<file path="src/rtl/bp_pkg.sv">
// Shared constants for the branch predictor: 2-bit counter encodings and
// the helper that recovers a branch's actual direction from EXE feedback.
package bp_pkg;

    localparam logic [1:0] BP_SNT = 2'b00;
    localparam logic [1:0] BP_WNT = 2'b01;
    localparam logic [1:0] BP_WT  = 2'b10;
    localparam logic [1:0] BP_ST  = 2'b11;

    localparam logic [1:0] BP_CTR_RESET = BP_WNT;
    localparam logic [1:0] BP_CTR_ALLOC = BP_WT;

    localparam logic BP_TAKEN     = 1'b1;
    localparam logic BP_NOT_TAKEN = 1'b0;

    // A failed prediction means the branch went the other way.
    function automatic logic bp_outcome(input logic predict, input logic fail);
        return predict ^ fail;
    endfunction

endpackage

</file>
<file path="src/rtl/bp_sat_ctr.sv">
// Next-value function of a 2-bit saturating counter:
// counts up on taken, down on not-taken, and holds at either end.
module bp_sat_ctr
    import bp_pkg::*;
(
    input  logic [1:0] ctr,
    input  logic       taken,
    output logic [1:0] ctr_next
);

    always_comb begin
        ctr_next = ctr;
        if (taken == BP_TAKEN) begin
            if (ctr != BP_ST) ctr_next = ctr + 2'd1;
        end else begin
            if (ctr != BP_SNT) ctr_next = ctr - 2'd1;
        end
    end

endmodule

</file>
<file path="src/rtl/branch_predictor.sv">
// Direct-mapped dynamic branch predictor: combinational fetch query,
// learning from EXE feedback, saturating statistics and a sticky protocol flag.
module branch_predictor
    import bp_pkg::*;
#(
    parameter int IDX_W  = 6,
    parameter int TAG_W  = 8,
    parameter int STAT_W = 32
) (
    input  logic              clk,
    input  logic              rst_n,
    input  logic [31:0]       q_pc,
    output logic              q_hit,
    output logic              q_taken,
    output logic [31:0]       q_target,
    input  logic              upd_valid,
    input  logic [31:0]       upd_pc,
    input  logic [31:0]       upd_target,
    input  logic              upd_predict,
    input  logic              upd_success,
    input  logic              upd_fail,
    input  logic              bp_clr,
    output logic [STAT_W-1:0] stat_branches,
    output logic [STAT_W-1:0] stat_miss,
    output logic              protocol_err
);

    localparam int               DEPTH    = 1 << IDX_W;
    localparam logic [STAT_W-1:0] STAT_ONE = {{(STAT_W-1){1'b0}}, 1'b1};
    localparam logic [STAT_W-1:0] STAT_MAX = {STAT_W{1'b1}};

    logic              r_valid  [DEPTH];
    logic [TAG_W-1:0]  r_tag    [DEPTH];
    logic [1:0]        r_ctr    [DEPTH];
    logic [31:0]       r_target [DEPTH];
    logic [STAT_W-1:0] r_stat_branches;
    logic [STAT_W-1:0] r_stat_miss;
    logic              r_protocol_err;

    logic [IDX_W-1:0]  w_q_idx;
    logic [TAG_W-1:0]  w_q_tag;
    logic [IDX_W-1:0]  w_u_idx;
    logic [TAG_W-1:0]  w_u_tag;
    logic              w_q_hit;
    logic              w_q_taken;
    logic              w_u_hit;
    logic              w_upd_legal;
    logic              w_upd_illegal;
    logic              w_upd_taken;
    logic [1:0]        w_ctr_next;
    logic              w_unused_upd_pc;

    assign w_q_idx = q_pc[IDX_W+1:2];
    assign w_q_tag = q_pc[IDX_W+TAG_W+1:IDX_W+2];
    assign w_u_idx = upd_pc[IDX_W+1:2];
    assign w_u_tag = upd_pc[IDX_W+TAG_W+1:IDX_W+2];
    assign w_unused_upd_pc = ^{upd_pc[31:IDX_W+TAG_W+2], upd_pc[1:0]};

    // Query reads registered state only, so a same-cycle update is not visible.
    assign w_q_hit   = r_valid[w_q_idx] && (r_tag[w_q_idx] == w_q_tag);
    assign w_q_taken = w_q_hit && r_ctr[w_q_idx][1];
    assign q_hit     = w_q_hit;
    assign q_taken   = w_q_taken;
    assign q_target  = w_q_taken ? r_target[w_q_idx] : q_pc + 32'd4;

    assign w_u_hit       = r_valid[w_u_idx] && (r_tag[w_u_idx] == w_u_tag);
    assign w_upd_legal   = upd_valid && (upd_success ^ upd_fail);
    assign w_upd_illegal = upd_valid && !(upd_success ^ upd_fail);
    assign w_upd_taken   = bp_outcome(upd_predict, upd_fail);

    bp_sat_ctr u_sat_ctr (
        .ctr      (r_ctr[w_u_idx]),
        .taken    (w_upd_taken),
        .ctr_next (w_ctr_next)
    );

    always_ff @(posedge clk or negedge rst_n) begin
        if (!rst_n) begin
            for (int i = 0; i < DEPTH; i++) begin
                r_valid[i]  <= 1'b0;
                r_tag[i]    <= '0;
                r_ctr[i]    <= BP_CTR_RESET;
                r_target[i] <= '0;
            end
        end else if (bp_clr) begin
            for (int i = 0; i < DEPTH; i++) begin
                r_valid[i] <= 1'b0;
                r_ctr[i]   <= BP_CTR_RESET;
            end
        end else if (w_upd_legal) begin
            if (w_u_hit) begin
                r_ctr[w_u_idx] <= w_ctr_next;
                if (w_upd_taken) r_target[w_u_idx] <= upd_target;
            end else if (w_upd_taken) begin
                r_valid[w_u_idx]  <= 1'b1;
                r_tag[w_u_idx]    <= w_u_tag;
                r_target[w_u_idx] <= upd_target;
                r_ctr[w_u_idx]    <= BP_CTR_ALLOC;
            end
        end
    end

    // Statistics count every legally resolved branch and never wrap.
    always_ff @(posedge clk or negedge rst_n) begin
        if (!rst_n) begin
            r_stat_branches <= '0;
            r_stat_miss     <= '0;
            r_protocol_err  <= 1'b0;
        end else begin
            if (w_upd_legal) begin
                if (r_stat_branches != STAT_MAX) r_stat_branches <= r_stat_branches + STAT_ONE;
                if (upd_fail && (r_stat_miss != STAT_MAX)) r_stat_miss <= r_stat_miss + STAT_ONE;
            end
            if (w_upd_illegal) r_protocol_err <= 1'b1;
        end
    end

    assign stat_branches = r_stat_branches;
    assign stat_miss     = r_stat_miss;
    assign protocol_err  = r_protocol_err;

endmodule

</file>
<file path="config.mk">
export PLATFORM = sky130hd
export DESIGN_NAME = branch_predictor
export DESIGN_NICKNAME = d
export VERILOG_FILES = /design/src/rtl/bp_pkg.sv /design/src/rtl/bp_sat_ctr.sv /design/src/rtl/branch_predictor.sv
export SDC_FILE = /design/constraint.sdc
export NUM_CORES = 2
export LEC_CHECK = 0
export BUFFER_PORTS_ARGS = -buffer_cell sky130_fd_sc_hd__buf_2
export CAP_MARGIN = 20
export CORE_ASPECT_RATIO = 0.8
export CORE_MARGIN = 2
export CORE_UTILIZATION = 64
export DETAILED_ROUTE_END_ITERATION = 8
export GPL_TIMING_DRIVEN = 0
export PLACE_DENSITY = 0.81
export SYNTH_ARGS = -nofsm -noshare
export SYNTH_HDL_FRONTEND = slang
export SYNTH_SLANG_ARGS = --single-unit
export TNS_END_PERCENT = 20
</file>
<file path="constraint.sdc">
create_clock -name clk -period 5.5 [get_ports clk]
set_clock_uncertainty 0.2 [all_clocks]
set_input_delay 0.55 -clock clk [delete_from_list [all_inputs] [get_ports clk]]
set_output_delay 0.55 -clock clk [all_outputs]
set_load 0.02 [all_outputs]
</file>
======== After elaboration in Yosys (flattened, before gate mapping) ========
Index checks and enable logic that the tools add are counted.
storage, ports and cells
  input bits .............................. 103
  flip-flop bits (word level) ............. 2817
  output and inout bits ................... 99
  logic and storage cells ................. 345
cells by class
  $add $sub $neg .......................... 5
  reduce and logical (&&, ||, !) cells .... 18
  $lt $le $gt $ge ......................... 3
  eq/ne operators ......................... 6
  bitwise operators ....................... 10
  multiplexer cells ....................... 44
operators with widths
  operator               number
  $bwmux 2048            1
  $bwmux 512             1
  $mux 128               4
  $mux 64                4
  $bmux 32 s6            1
  $demux 32 s6           1
  $bwmux 128             1
  $mux 32                4
  $or 64x64->64          2
  $bmux 8 s6             2
  $add 32x1->32 const B  2
  $and 64x64->64         1
  $ne 32x32->1 const B   2
  $not 64->64            1
  $demux 8 s6            1
  $mux 8                 5
  $add 32x3->32 const B  1
  $bmux 2 s6             2
  $eq 8x8->1             2
  $mux 2                 8
  $ge 7x7->1 const B     2
  $not 6->7              2
  $bmux 1 s6             2
  $demux 2 s6            1
  15 further kinds       33

======== Longest topological paths before layout ========
  depth in word-level cells ............... 11
  gate-level depth with buffers ........... 18
  gate-level depth less buffers ........... 11

======== By module ========
From an unflattened synthesis, not the netlist that was laid out.
second synthesis, totals
  cells, all modules ...................... 8755
  area total of the unflattened synthesis .. 134682.9 um^2
by module, submodules not included
  module            cells each  area each (um^2)  times used  sequential area each (um^2)
  branch_predictor  8752        134656.6          1           70572.7
  bp_sat_ctr        3           26.3              1           0.0

======== Worst setup path before layout ========
OpenSTA, ideal clock, no wires.
  path kind ............................... input port to output port
  from .................................... in q_pc[2]
  to ...................................... out q_target[25]
  data required time ...................... 4750 ps
  arrival time ............................ 4108 ps
  stages .................................. 10
  path buffers ............................ 6
  setup slack ............................. 642 ps
  cell sequence ........................... buf_2 -> buf_6 -> buf_2 -> buf_2 -> buf_2 -> buf_1 -> mux4_2 -> mux4_2 -> mux4_2 -> mux2_1
between the ends
  cells in the longest elaborated chain, start to end .. 8
  elaborated cells between the ends (all ways) .. 18
  those cells by class .................... 1 x add/sub; 1 x eq/ne; 13 x mux; 1 x bitwise; 2 x reduce/logical
ends and longest elaborated chain
  item                                        RTL line                                                                RTL
  start: declaration                          branch_predictor.sv:12                                                  input logic [31:0] q_pc,
  $not 6->7 (implied by the code)             branch_predictor.sv:60, branch_predictor.sv:61, branch_predictor.sv:64
  $bmux 8 s6                                  branch_predictor.sv:60                                                  assign w_q_hit = r_valid[w_q_idx] && (r_tag[w_q_idx] == w_q_tag);
  $mux 8 (implied by the code) (2 in series)  branch_predictor.sv:60
  $eq 8x8->1                                  branch_predictor.sv:60
  $logic_and 1x1->1                           branch_predictor.sv:60
  $logic_and 1x1->1                           branch_predictor.sv:61                                                  assign w_q_taken = w_q_hit && r_ctr[w_q_idx][1];
  $mux 32 (*)                                 branch_predictor.sv:64                                                  assign q_target = w_q_taken ? r_target[w_q_idx] : q_pc + 32'd4;
  end: declaration                            branch_predictor.sv:15                                                  output logic [31:0] q_target,
Every way passes the cells marked *; elsewhere a longest branch is shown, timed or not. The select of a mux whose other input is x is not followed.

======== Final worst setup path ========
  from .................................... in upd_pc[4]
  to ...................................... reg r_tag[273] (netlist bit)
between the ends
  cells in the longest elaborated chain, start to end .. 8
  elaborated cells between the ends (all ways) .. 17
  those cells by class .................... 2 x order compare; 1 x eq/ne; 9 x mux; 2 x bitwise; 3 x reduce/logical
ends and longest elaborated chain
  item                                        RTL line                                        RTL
  start: declaration                          branch_predictor.sv:17                          input logic [31:0] upd_pc,
  $not 6->7 (implied by the code) (*)         branch_predictor.sv:66, branch_predictor.sv:96
  $bmux 8 s6                                  branch_predictor.sv:66                          assign w_u_hit = r_valid[w_u_idx] && (r_tag[w_u_idx] == w_u_tag);
  $mux 8 (implied by the code) (2 in series)  branch_predictor.sv:66
  $eq 8x8->1                                  branch_predictor.sv:66
  $logic_and 1x1->1                           branch_predictor.sv:66
  $not 1->1 (no source line)                  n/a
  $reduce_and 4->1 (no source line)           n/a
  end signal: indexed assignment              branch_predictor.sv:96                          r_tag[w_u_idx] <= w_u_tag;
  end: declaration                            branch_predictor.sv:33                          logic [TAG_W-1:0] r_tag [DEPTH];
Marks and branches as above.
A chain may end at the register's enable or synchronous reset.

==> qor.json <==
{
  "outcome": "finished, violations left",
  "violated_checks": "design-rule violations, negative setup slack",
  "cts.clk_slew.worst_paths_ns": 0.06,
  "drt-pass1-iter-count": 9,
  "path_common_cell": "sky130_fd_sc_hd__buf_2",
  "critical_path.max_stage_delay_ns": 0.84,
  "arrival_ns": 6.44,
  "worst-endpoint-required_ns": 6.03,
  "path_buf_inv": 6,
  "grt_pass1_vias": 93300,
  "hp-class": "in -> async",
  "max_cap_viol_count": 0,
  "dp_hpwl_mm": 374,
  "vias": 94400,
  "setup.reg_to_reg.worst_slack_ns": 0.36,
  "p_leak_nw": 71.2,
  "maximum_clock_rate_ghz": 0.169,
  "grt_antenna_before_repair": 41,
  "syn_inst": 9004,
  "cp-start-kind": "input pin",
  "routabilityCongestion": 1.08,
  "grt_setup_unrepaired": "yes",
  "timing.final.max_slew_violations": 0,
  "drc_errors": 9,
  "post_synth_main_area_contributors": "sky130_fd_sc_hd__dfrtp_1 (51%), sky130_fd_sc_hd__mux2_2 (21%), sky130_fd_sc_hd__mux4_2 (15%), sky130_fd_sc_hd__clkbuf_1 (1.8%), sky130_fd_sc_hd__dfstp_2 (1.2%)",
  "path_max_fanout": 10,
  "max-slew-margin-rel": 0.0803,
  "viasPerCell": 7.43,
  "drive_gt1_frac": 0.475,
  "die_height_um": 416,
  "ir_drop_v": 0.000329,
  "synth_top_area_cell": "sky130_fd_sc_hd__dfrtp_1",
  "clkSinkCount": 2817,
  "die_area_um2": 216000,
  "clkLatencyLatePin_ns": 0.88,
  "grt_util_all_layers": 0.471,
  "synthesis.yosys.warnings": 0,
  "rr_worst_depth": 13,
  "count_of_different_cell_masters_after_synthesis": 85,
  "hold_violations": 0,
  "gr-total-overflow": 0,
  "routed_wirelength_normalized_by_instance_count_um": 39.9,
  "synth_commonest_cells": "sky130_fd_sc_hd__dfrtp_1 (2753), sky130_fd_sc_hd__mux2_2 (2518), sky130_fd_sc_hd__mux4_2 (887)",
  "drt_iter0_markers": 13900,
  "crit_family": "buffers and inverters",
  "pin_count": 202,
  "timing.final.crit_period_ns": 5.91,
  "dp_slack_ns": -2.38,
  "worstPathCellList": "buf_2 > nor2b_1 > clkdlybuf4s15_1 > buf_2 > a221o_1 > a22oi_1 > o2bb2ai_1 > nor4_1 > xnor2_1 > nor4_2 > nand2_1 > buf_2 > and2_1 > clkbuf_1 > buf_8 > mux2_2",
  "rr_startpoint": "r_tag[478]$_DFFE_PN0P_",
  "worst_slew_pin_slew_ns": 1.38,
  "synth-edff-count": 0,
  "async_flop_share": 1.00,
  "r2r-end": "r_tag[273]$_DFFE_PN0P_",
  "synth.ff_latch_count": 2817,
  "grt_first_pass_wirelength_mm": 709,
  "kind_of_critical_path": "in -> reg",
  "finalNetCount": 9745,
  "final_antenna_net_count": 0,
  "ys_seq_area_frac": 0.520,
  "synthesis.area_per_instance_um2": 15.1,
  "ys.flop_type": "sky130_fd_sc_hd__dfrtp_1",
  "layout_worst_path_cycle_share": 1.08,
  "number_of_h_tree_levels": 5,
  "clock_root_cell": "sky130_fd_sc_hd__clkbuf_16",
  "port-buffer-count": 147,
  "syn_area_um2": 136000,
  "slowest_stage": "sky130_fd_sc_hd__clkdlybuf4s15_1",
  "totalPowerFinal_mw": 46.2,
  "p_per_area_nw_per_um2": 300,
  "totalWireLength_mm": 507,
  "cts_made_buffers": 283,
  "std_cell_rows": 151,
  "floorplan.die.width_um": 519,
  "syn_nets": 9110,
  "cts.path.max_buffers": 4,
  "fill_cells": 13000,
  "worst_slack_ns": -0.413,
  "crit_path_end_kind": "flop",
  "synthMostInstantiatedCell": "sky130_fd_sc_hd__dfrtp_1",
  "area_delta_synth_final_pct": 13.5,
  "grt_start_max_net_pins": 187,
  "fp.coreArea_um2": 211000,
  "tritoncts": "built",
  "starting_utilization_of_the_core_area": 0.643,
  "setup_viol": 632,
  "post-synth-top-area-fraction": 0.507
}
[logic make-up after synthesis]
| kind of cell | synth area share |
|---|---|
| mux | 0.373 |
| flops | 0.520 |
| buf+inv | 0.0282 |
| simple gates | 0.0346 |
| compound gates | 0.0375 |
| xor+xnor | 0.00690 |
| fa+ha+maj | 0.000350 |
[worst reg2reg max path, stage by stage, from the launching register on]
cell and delay (ns):
sky130_fd_sc_hd__dfrtp_1 0.40, sky130_fd_sc_hd__mux2_1 0.30, sky130_fd_sc_hd__a222oi_1 0.34, sky130_fd_sc_hd__a21boi_0 1.05, sky130_fd_sc_hd__o211ai_1 0.16, sky130_fd_sc_hd__nor4_1 0.28
sky130_fd_sc_hd__xnor2_1 0.27, sky130_fd_sc_hd__nor4_2 0.09, sky130_fd_sc_hd__nand2_1 0.13, sky130_fd_sc_hd__buf_2 0.29, sky130_fd_sc_hd__and2_1 0.17, sky130_fd_sc_hd__clkbuf_1 0.72
sky130_fd_sc_hd__buf_8 0.26, sky130_fd_sc_hd__mux2_2 0.36
[registers in the layout, indices dropped and copies added, names as in the netlist]
signal,cells
r_tag,512
r_ctr,128
r_valid,64
stat_miss,32
stat_branches,32
r_target,2048
protocol_err,1
[where the power goes]
group	total (mW)	internal, mW	switching [mW]
combinational	4.39	1.55	2.84
sequential	21.8	21.4	0.433
clock	20.0	11.5	8.50
[per-layer routing]
metal | global-route usage | share of wire | vias to the layer above
met5 | 0.0611 | 0.0039 | -
met4 | 0.174 | 0.045 | 49
met3 | 0.271 | 0.17 | 1197
met2 | 0.583 | 0.38 | 7201
met1 | 0.675 | 0.39 | 50700
li1 | - | - | 35300
[layout make-up]
cell class,count,area [um2],area share
Antenna cell,45,113,0.000731
Multi-Input combinational cell,5259,61800,0.401
Buffer,912,4670,0.0303
Sequential cell,2817,70600,0.458
Clock buffer,397,8310,0.0539
Timing Repair Buffer,352,3980,0.0259
Tap cell,2830,3540,0.0230
Inverter,14,53.8,0.000349
Clock inverter,92,1050,0.00679
[how the worst max path moves through the flow]
stage / to / startpoint / slack [ns] / cells past startpoint
floorplan: q_target[25] / q_pc[2] / 0.64 / 10
global placement: r_target[1559]$_DFFE_PN0P_ / rst_n / -56.78 / 1
detailed placement: q_target[31] / q_pc[2] / -2.38 / 16
CTS: q_target[18] / q_pc[2] / 0.0003 / 12
global route: q_target[31] / q_pc[2] / -0.24 / 16
finish: r_tag[273]$_DFFE_PN0P_ / upd_pc[4] / -0.41 / 16
[placed cells by master (no fill, tap or decap), types with 33 or more instances in the layout]
cell type | Yosys | layout
sky130_fd_sc_hd__buf_8 | 1 | 85
sky130_fd_sc_hd__clkbuf_1 | 659 | 626
sky130_fd_sc_hd__xnor2_1 | 75 | 74
sky130_fd_sc_hd__a221o_1 | 57 | 57
sky130_fd_sc_hd__clkbuf_2 | 0 | 54
sky130_fd_sc_hd__dfrtp_1 | 2753 | 2753
sky130_fd_sc_hd__buf_4 | 16 | 66
sky130_fd_sc_hd__buf_6 | 20 | 67
sky130_fd_sc_hd__buf_2 | 104 | 224
sky130_fd_sc_hd__clkinv_2 | 0 | 52
sky130_fd_sc_hd__nand2_1 | 337 | 335
sky130_fd_sc_hd__buf_1 | 114 | 45
sky130_fd_sc_hd__a311o_1 | 64 | 64
sky130_fd_sc_hd__clkbuf_4 | 0 | 38
sky130_fd_sc_hd__buf_16 | 0 | 40
sky130_fd_sc_hd__nor2_1 | 160 | 152
sky130_fd_sc_hd__mux4_2 | 887 | 887
sky130_fd_sc_hd__o21ai_0 | 35 | 33
sky130_fd_sc_hd__a21oi_1 | 42 | 41
sky130_fd_sc_hd__clkbuf_8 | 0 | 58
sky130_fd_sc_hd__mux2_1 | 87 | 77
sky130_fd_sc_hd__o31a_1 | 52 | 52
sky130_fd_sc_hd__mux2i_1 | 129 | 123
sky130_fd_sc_hd__clkbuf_16 | 0 | 295
sky130_fd_sc_hd__o22ai_1 | 38 | 37
sky130_fd_sc_hd__o21a_1 | 65 | 65
sky130_fd_sc_hd__a22oi_1 | 83 | 80
sky130_fd_sc_hd__nor2b_1 | 59 | 58
sky130_fd_sc_hd__mux2_2 | 2518 | 2521
sky130_fd_sc_hd__nand3_1 | 99 | 99
sky130_fd_sc_hd__nor3_4 | 31 | 38
sky130_fd_sc_hd__and3_1 | 33 | 33
sky130_fd_sc_hd__diode_2 | 0 | 45
sky130_fd_sc_hd__dfstp_2 | 64 | 64
[metrics by stage]
stage	instance area [um2]	std cells	hold WS [ns]	utilization	TNS [ns]
2_1_floorplan	136000	9004	0.0544	-	0
3_3_place_gp	140000	12000	0.259	0.663	-
3_5_place_dp	143000	12100	0.263	0.675	-919.05
4_1_cts	153000	12600	0.00810	0.726	0
5_1_grt	154000	12700	0.0818	0.729	-11.12
6_report	154000	12700	0.0322	0.729	-128.71
[timing repair]
item                       4_1_cts  5_1_grt
setup endpoints to repair      670      579
gates cloned                     1        0
resized for setup              351       55
pin swaps                       17        8
hold endpoints to repair       115        0
hold buffers                     3        0
setup buffers                   36       11
No activity file was read; power rests on OpenSTA's default activity.
